==> src/rtl/imem_loader_if.sv <==
// Byte-stream handshake and instruction-memory write port of the boot loader.
// The slave side is the loader. The master side is the producer/test harness.
interface imem_loader_if;
  logic        start;
  logic [15:0] word_count;
  logic [7:0]  byte_in;
  logic        byte_valid;
  logic        byte_ready;
  logic        mem_we;
  logic [31:0] mem_addr;
  logic [31:0] mem_wdata;
  logic        busy;
  logic        cpu_stall;
  logic        done;
  logic        err_overflow;

  modport slave (
    input  start, word_count, byte_in, byte_valid,
    output byte_ready, mem_we, mem_addr, mem_wdata, busy, cpu_stall, done, err_overflow
  );

  modport master (
    output start, word_count, byte_in, byte_valid,
    input  byte_ready, mem_we, mem_addr, mem_wdata, busy, cpu_stall, done, err_overflow
  );
endinterface

==> src/rtl/imem_loader.sv <==
// Boot-time instruction memory writer. It packs a byte stream big-endian into 32-bit
// words and writes them to consecutive word addresses. The CPU stays stalled during the load.
module imem_loader #(
  parameter logic [31:0] BASE_ADDR   = 32'd0,
  parameter int unsigned DEPTH_WORDS = 256
) (
  input logic         clk,
  input logic         rst_n,
  imem_loader_if.slave bus
);

  typedef enum logic [1:0] {IDLE, COLLECT, WRITE, FINISH} state_t;

  state_t      state;
  logic [31:0] addr;
  logic [15:0] remaining;
  logic [1:0]  idx;
  logic [23:0] pack;

  assign bus.cpu_stall = bus.busy;

  always_ff @(posedge clk or negedge rst_n) begin
    if (!rst_n) begin
      state            <= IDLE;
      addr             <= BASE_ADDR;
      remaining        <= '0;
      idx              <= '0;
      pack             <= '0;
      bus.byte_ready   <= 1'b0;
      bus.mem_we       <= 1'b0;
      bus.mem_addr     <= BASE_ADDR;
      bus.mem_wdata    <= '0;
      bus.busy         <= 1'b0;
      bus.done         <= 1'b0;
      bus.err_overflow <= 1'b0;
    end else begin
      case (state)
        IDLE: begin
          if (bus.start) begin
            if (bus.word_count == 16'd0) begin
              bus.done <= 1'b1;
              state    <= FINISH;
            end else if (32'(bus.word_count) > DEPTH_WORDS) begin
              bus.err_overflow <= 1'b1;
              bus.done         <= 1'b1;
              state            <= FINISH;
            end else begin
              remaining        <= bus.word_count;
              addr             <= BASE_ADDR;
              idx              <= '0;
              bus.err_overflow <= 1'b0;
              bus.busy         <= 1'b1;
              bus.byte_ready   <= 1'b1;
              state            <= COLLECT;
            end
          end
        end

        COLLECT: begin
          if (bus.byte_valid && bus.byte_ready) begin
            // pack holds the three earlier bytes. The fourth byte completes the word directly.
            pack <= {pack[15:0], bus.byte_in};
            idx  <= idx + 2'd1;
            if (idx == 2'd3) begin
              bus.mem_we     <= 1'b1;
              bus.mem_addr   <= addr;
              bus.mem_wdata  <= {pack, bus.byte_in};
              bus.byte_ready <= 1'b0;
              state          <= WRITE;
            end
          end
        end

        WRITE: begin
          bus.mem_we <= 1'b0;
          addr       <= addr + 32'd4;
          remaining  <= remaining - 16'd1;
          idx        <= '0;
          if (remaining == 16'd1) begin
            bus.busy <= 1'b0;
            bus.done <= 1'b1;
            state    <= FINISH;
          end else begin
            bus.byte_ready <= 1'b1;
            state          <= COLLECT;
          end
        end

        FINISH: begin
          bus.done <= 1'b0;
          state    <= IDLE;
        end

        default: state <= IDLE;
      endcase
    end
  end

endmodule

==> src/flat_wrapper.sv <==
// flat-port wrapper written by rule: the top's interface ports become plain ports
module imem_loader_flat 
#(
  parameter logic [31:0] BASE_ADDR   = 32'd0,
  parameter int unsigned DEPTH_WORDS = 256
)
  (clk, rst_n, bus_start, bus_word_count, bus_byte_in, bus_byte_valid, bus_byte_ready, bus_mem_we, bus_mem_addr, bus_mem_wdata, bus_busy, bus_cpu_stall, bus_done, bus_err_overflow);
  imem_loader_if bus_i ();
  input logic clk;
  input logic rst_n;
  input wire logic [$bits(bus_i.start)-1:0] bus_start;
  input wire logic [$bits(bus_i.word_count)-1:0] bus_word_count;
  input wire logic [$bits(bus_i.byte_in)-1:0] bus_byte_in;
  input wire logic [$bits(bus_i.byte_valid)-1:0] bus_byte_valid;
  output wire logic [$bits(bus_i.byte_ready)-1:0] bus_byte_ready;
  output wire logic [$bits(bus_i.mem_we)-1:0] bus_mem_we;
  output wire logic [$bits(bus_i.mem_addr)-1:0] bus_mem_addr;
  output wire logic [$bits(bus_i.mem_wdata)-1:0] bus_mem_wdata;
  output wire logic [$bits(bus_i.busy)-1:0] bus_busy;
  output wire logic [$bits(bus_i.cpu_stall)-1:0] bus_cpu_stall;
  output wire logic [$bits(bus_i.done)-1:0] bus_done;
  output wire logic [$bits(bus_i.err_overflow)-1:0] bus_err_overflow;
  assign bus_i.start = bus_start;
  assign bus_i.word_count = bus_word_count;
  assign bus_i.byte_in = bus_byte_in;
  assign bus_i.byte_valid = bus_byte_valid;
  assign bus_byte_ready = bus_i.byte_ready;
  assign bus_mem_we = bus_i.mem_we;
  assign bus_mem_addr = bus_i.mem_addr;
  assign bus_mem_wdata = bus_i.mem_wdata;
  assign bus_busy = bus_i.busy;
  assign bus_cpu_stall = bus_i.cpu_stall;
  assign bus_done = bus_i.done;
  assign bus_err_overflow = bus_i.err_overflow;
  imem_loader #(.BASE_ADDR(BASE_ADDR), .DEPTH_WORDS(DEPTH_WORDS)) u_core (.clk(clk), .rst_n(rst_n), .bus(bus_i));
endmodule
==> config.mk <==
export PLATFORM = sky130hd
export DESIGN_NAME = imem_loader_flat
export DESIGN_NICKNAME = d
export VERILOG_FILES = /design/src/rtl/imem_loader_if.sv /design/src/rtl/imem_loader.sv /design/src/flat_wrapper.sv
export SDC_FILE = /design/constraint.sdc
export NUM_CORES = 1
export LEC_CHECK = 0
export ABC_CLOCK_PERIOD_IN_PS = 5200
export BUFFER_PORTS_ARGS = -buffer_cell sky130_fd_sc_hd__buf_2
export CORE_MARGIN = 3
export CORE_UTILIZATION = 61
export CTS_CLUSTER_SIZE = 8
export DETAILED_ROUTE_END_ITERATION = 12
export MAX_ROUTING_LAYER = met4
export PLACE_DENSITY = 0.89
export SLEW_MARGIN = 30
export SYNTH_ARGS = -nofsm -noshare
export SYNTH_HDL_FRONTEND = slang
export SYNTH_SLANG_ARGS = --single-unit
==> constraint.sdc <==
create_clock -name clk -period 5.2 [get_ports clk]
set_input_delay 0.52 -clock clk [delete_from_list [all_inputs] [get_ports clk]]
set_output_delay 0.52 -clock clk [all_outputs]
set_load 0.02 [all_outputs]
Word-level counts from Yosys, hierarchy flattened
Index checks and enable logic that the tools add are counted.
{"block": "word_totals", "register_bits": 145}
{"block": "classes", "n_reduce_logical": 17, "order_cmp": 1, "add_sub_neg": 3, "n_eq_ne": 13, "n_bitwise": 1, "muxes": 38}
{"cell": "two-way mux 32 bit", "n": 3}
{"cell": "one-hot mux 32 bit (2 select lines)", "n": 1}
{"cell": "two-way mux 16 bit", "n": 3}
{"cell": "adder 32 x 3 -> 32 bit (second input constant)", "n": 1}
{"cell": "one-hot mux 16 bit (2 select lines)", "n": 1}
{"cell": "two-way mux 2 bit", "n": 10}
{"cell": "equality test 16 x 1 -> 1 bit (second input constant)", "n": 1}
{"cell": "greater-than comparator 16 x 9 -> 1 bit (second input constant)", "n": 1}
{"cell": "logical NOT 16 bit", "n": 1}
{"cell": "subtractor 16 x 1 -> 16 bit (second input constant)", "n": 1}
{"cell": "two-way mux 1 bit", "n": 14}
{"cell": "AND reduction 3 bit", "n": 4}
{"cell": "AND reduction 5 bit", "n": 2}
{"cell": "inequality test 2 bit (second input constant)", "n": 4}
{"cell": "one-hot mux 2 bit (4 select lines)", "n": 1}
{"cell": "AND reduction 4 bit", "n": 2}
{"cell": "AND reduction 7 bit", "n": 1}
{"cell": "equality test 2 bit (second input constant)", "n": 3}
{"cell": "inequality test 2 x 1 -> 1 bit (second input constant)", "n": 3}
{"cell": "one-hot mux 1 bit (3 select lines)", "n": 2}
{"cell": "one-hot mux 2 bit (3 select lines)", "n": 1}
{"cell": "nonzero test 3 bit", "n": 2}
{"cell": "one-hot mux 1 bit (2 select lines)", "n": 2}
{"cell": "nonzero test 2 bit", "n": 2}
{"cell": "7 further kinds", "n": 7}

Logic depth before layout (Yosys ltp)
{"block": "depth", "ltp_word": 5, "depth_mapped": 7, "ltp_nobuf": 6}

Worst setup path before layout
No wires, ideal clock.
{"block": "synth_timing", "kind": "input port to flip-flop", "from": "input bus_word_count[13]", "to": "register u_core.addr[7]", "path_stages": 6, "slack_ns": 2.832, "arrival_ns": 2.290, "setup_ns": 0.078, "cell_sequence": "or4_4 nor4_4 a41oi_4 buf_6 or4_1 a21oi_1"}
{"block": "synth_via", "elab_chain_len": 3, "elab_cells_between_ends": 5, "classes_between": "order compare: 1; eq/ne: 2; reduce/logical: 2"}
{"element": "from (decl)", "line_no": "flat_wrapper.sv:12", "text": "input wire logic [$bits(bus_i.word_count)-1:0] bus_word_count;"}
{"element": "greater-than comparator 16 x 9 -> 1 bit / logical NOT 16 bit (equally long branches)", "line_no": "imem_loader.sv:43, imem_loader.sv:40"}
{"element": "inequality test 2 bit (no source line)"}
{"element": "AND reduction 4 bit (no source line) *"}
{"element": "to (signal assigned)", "line_no": "imem_loader.sv:76", "text": "addr <= addr + 32'd4;"}
{"element": "to (decl)", "line_no": "imem_loader.sv:15", "text": "logic [31:0] addr;"}
Mark *: on every way between the ends. The rest lies on a longest branch, timed or not.
A chain may end at the register's enable or synchronous reset.

Worst setup path after layout
{"block": "layout_timing", "from": "register u_core.state[0]", "to": "register u_core.addr[17]"}
{"block": "layout_via", "elab_chain_len": 3, "elab_cells_between_ends": 8, "classes_between": "eq/ne: 4; mux: 1; reduce/logical: 3"}
{"element": "from (decl)", "line_no": "imem_loader.sv:14", "text": "state_t state;"}
{"element": "from (signal assigned)", "line_no": "imem_loader.sv:24", "text": "state <= IDLE;"}
{"element": "from (signal assigned)", "line_no": "imem_loader.sv:42", "text": "state <= FINISH;"}
{"element": "from (signal assigned)", "line_no": "imem_loader.sv:46", "text": "state <= FINISH;"}
{"element": "equality test 2 bit / logical NOT 2 bit (equally long branches)", "line_no": "imem_loader.sv:37", "text": "case (state)"}
{"element": "nonzero test 2 bit (no source line) / inequality test 2 bit (equally long branches)"}
{"element": "AND reduction 4 bit (no source line)"}
Parallel ways exist; a longest one is shown, timed or not.

==> out/results.ini <==
[run_status]
status=complete, no violations

[yosys]
synth_edf_count=0
ys_ff_latch=141
avgSynthCellArea_um2=11.6
yosys_warnings=0
synth.distinct_cells=57
ys_seq_area_frac=0.554
yosys_most_used_dff=dfrtp_1
syn_inst=551
synthesis.area_mm2=0.00637
async_reset_ff_frac=1.00

[timing]
hold_viol=0
max_slew_margin=0.297
finalSetupTns_ns=0
slew_violations=0
skew_ns=0.00811
rsz0062_at_grt=false
tightest_slew_ns=1.04
min_period_over_period=0.511
setup_viol=0
fmax_mhz=376
fin_crit_ns=2.66

[clocking]
cts_buffers=17
cts-resized-gates=0
path_clk_slew_ns=0.07
cts_max_level=4
cts_tree=built
cts_hold_buffers=0
cts_sinks=141
post-cts-setup-buffers=0
clockRootBuffer=clkbuf_8
clk_latency_ns=0.52
clk_path_buf_depth=2

[power]
peakVddDrop_mv=0.246
power_density_mw_per_mm2=369
leakage_nw=3.69

[die]
die_w_um=108
io_pins=98
fp.dieArea_mm2=0.0117
fp-row-count=36
start_util=0.640
die_h_um=108
core_mm2=0.00995

[critical_path]
arrival_ns=3.10
worstPathRequired_ns=5.64
path_cells=buf_4, nand3b_1, nor4_2, or3b_2, or3_1, a21oi_1
crit_path_max_incr_delay_ns=0.66
cp_max_fo=38
path_class=flip-flop to flip-flop
end_kind=flip-flop
start_kind=flip-flop
crit_slowest_cell=nor4_2

[final_layout]
antennaDiodeCount=0
ff_latch_area_mm2=0.00353
drive_above_1_share=0.353
multiInputGateArea_mm2=0.00269
layout.nets=671
stdcell_count=785
n_fill_cell=618
area_growth_pct=18.7

[place]
dp_hpwl_um=9080
place.port_buffers=95
routabilityCongestion=0.845
dp_cells=753

[detailed_routing]
drt-initial-drc-count=476
post-route-drc-count=0
drtAntennaViolNets=0
via_per_inst=6.44
drt-total-wl_um=15100
vias=5059
wire_per_inst_um=19.2
dr.pass1.iters=7

[worst_hold_path]
hold_class=input pin to async pin

[global_routing]
antenna_found_initial=0
grt_max_degree=89
grtUsageTotal=0.274
grt_pass1_wl_um=24600
overflow=0
grt_pass1_vias=4931

[job]
cap_violations=0

final timing paths:
path | endpoint | slack (ns) | startpoint | cells past startpoint
max | u_core.addr[17] | 2.54 | u_core.state[0] | 6
min | u_core.bus.mem_addr[11] | 0.06 | rst_n | 1
min in group clk | u_core.pack[6] | 0.24 | bus_byte_in[6] | 2
max in group asynchronous | u_core.pack[10] | 3.93 | rst_n | 2
max reg2reg | u_core.addr[17] | 2.54 | u_core.state[0] | 6
min reg2reg | u_core.bus.mem_addr[6] | 0.48 | u_core.bus.mem_addr[6] | 2
synthesized netlist by cell type, drive strengths merged (10+ instances only):
cell type  instances  area [µm²]
dfrtp            141        3530
or3               21         131
a21oi             32         160
o21ai             35         175
clkbuf            23        86.3
nor2              18        70.1
nand2             34         128
nor3              13        65.1
or4               10        78.8
nand3             19        95.1
nor4              12        96.3
nand4             13        87.6
mux2              84         946
through the flow:
step | power, mW | hold WS [ns] | area, µm² | setup slack [ns] | util
2_1_floorplan | 1.41 | 0.224 | 6380 | 2.83 | -
3_3_place_gp | 1.49 | 0.457 | 6930 | 2.51 | 0.696
3_5_place_dp | 1.50 | 0.458 | 6930 | 2.43 | 0.696
4_1_cts | 2.80 | 0.0904 | 7560 | 2.60 | 0.760
5_1_grt | 2.88 | 0.115 | 7560 | 2.43 | 0.760
6_report | 2.79 | 0.0583 | 7560 | 2.54 | 0.760
worst max-delay path, delay by kind of cell, from the launching register on:
kind	cells	cell delay, ns
compound gates	1	0.16
buf+inv	1	0.25
flops	1	0.36
simple gates	4	1.79
cell usage in the layout, fill, tap and decap left out, types with 3 or more instances in the layout:
cell and instances:
a211oi_1 3, a31oi_1 4, nand4_1 12, clkbuf_16 16, nor2b_1 4, buf_4 5, and3_1 5, nor4_1 10
a2bb2oi_1 5, nand2_1 33, ha_1 4, o21ai_0 35, o22ai_1 3, a21oi_1 32, buf_2 94, o31ai_1 9
or4_1 9, nand3b_1 4, mux2_2 84, o21a_1 5, nor2_1 16, bufinv_16 3, inv_6 6, inv_8 3
or3_1 21, nor3_1 13, nand3_1 18, mux2i_1 5, inv_1 7, dfrtp_1 141
power breakdown:
part	total (mW)	internal, mW	leakage [nW]	switching (mW)
combinational	0.248	0.0999	1.47	0.148
sequential	1.26	1.17	1.91	0.0853
clock	1.29	0.758	0.306	0.529
flip-flops by register name (all words and copies together), names as in the netlist:
name and cells:
u_core.bus.mem_wdata 32, u_core.addr 30, u_core.bus.mem_addr 30, u_core.pack 24, u_core.remaining 16, u_core.idx 2, u_core.state 2, u_core.bus.busy 1
u_core.bus.byte_ready 1, u_core.bus.done 1, u_core.bus.err_overflow 1, u_core.bus.mem_we 1
area by class of cell:
cell class / count / share of cell area
multi-input combinational: 371 / 0.356
sequential: 141 / 0.467
clock buffer: 17 / 0.0548
timing repair buffer: 100 / 0.0687
clock inverter: 15 / 0.0286
tap: 133 / 0.0220
inverter: 8 / 0.00397
cell families (layout without fill, tap and decap cells):
| group | Yosys count | after routing | share of synthesized area |
|---|---|---|---|
| muxes | 89 | 89 | 0.156 |
| AOI/OAI and AO/OA | 114 | 114 | 0.113 |
| DFF | 141 | 141 | 0.554 |
| buffers and inverters | 40 | 140 | 0.0267 |
| adders and majority gates | 4 | 4 | 0.00785 |
| other | 1 | 2 | 0.000588 |
| and+or+nand+nor | 162 | 162 | 0.142 |
metal layers:
layer	GRT usage	share of wire
met4	0.0757	0.019
met2	0.470	0.53
met3	0.0537	0.065
met1	0.334	0.39
met5	-	0
Note: power is estimated with default switching activity, not from simulation.
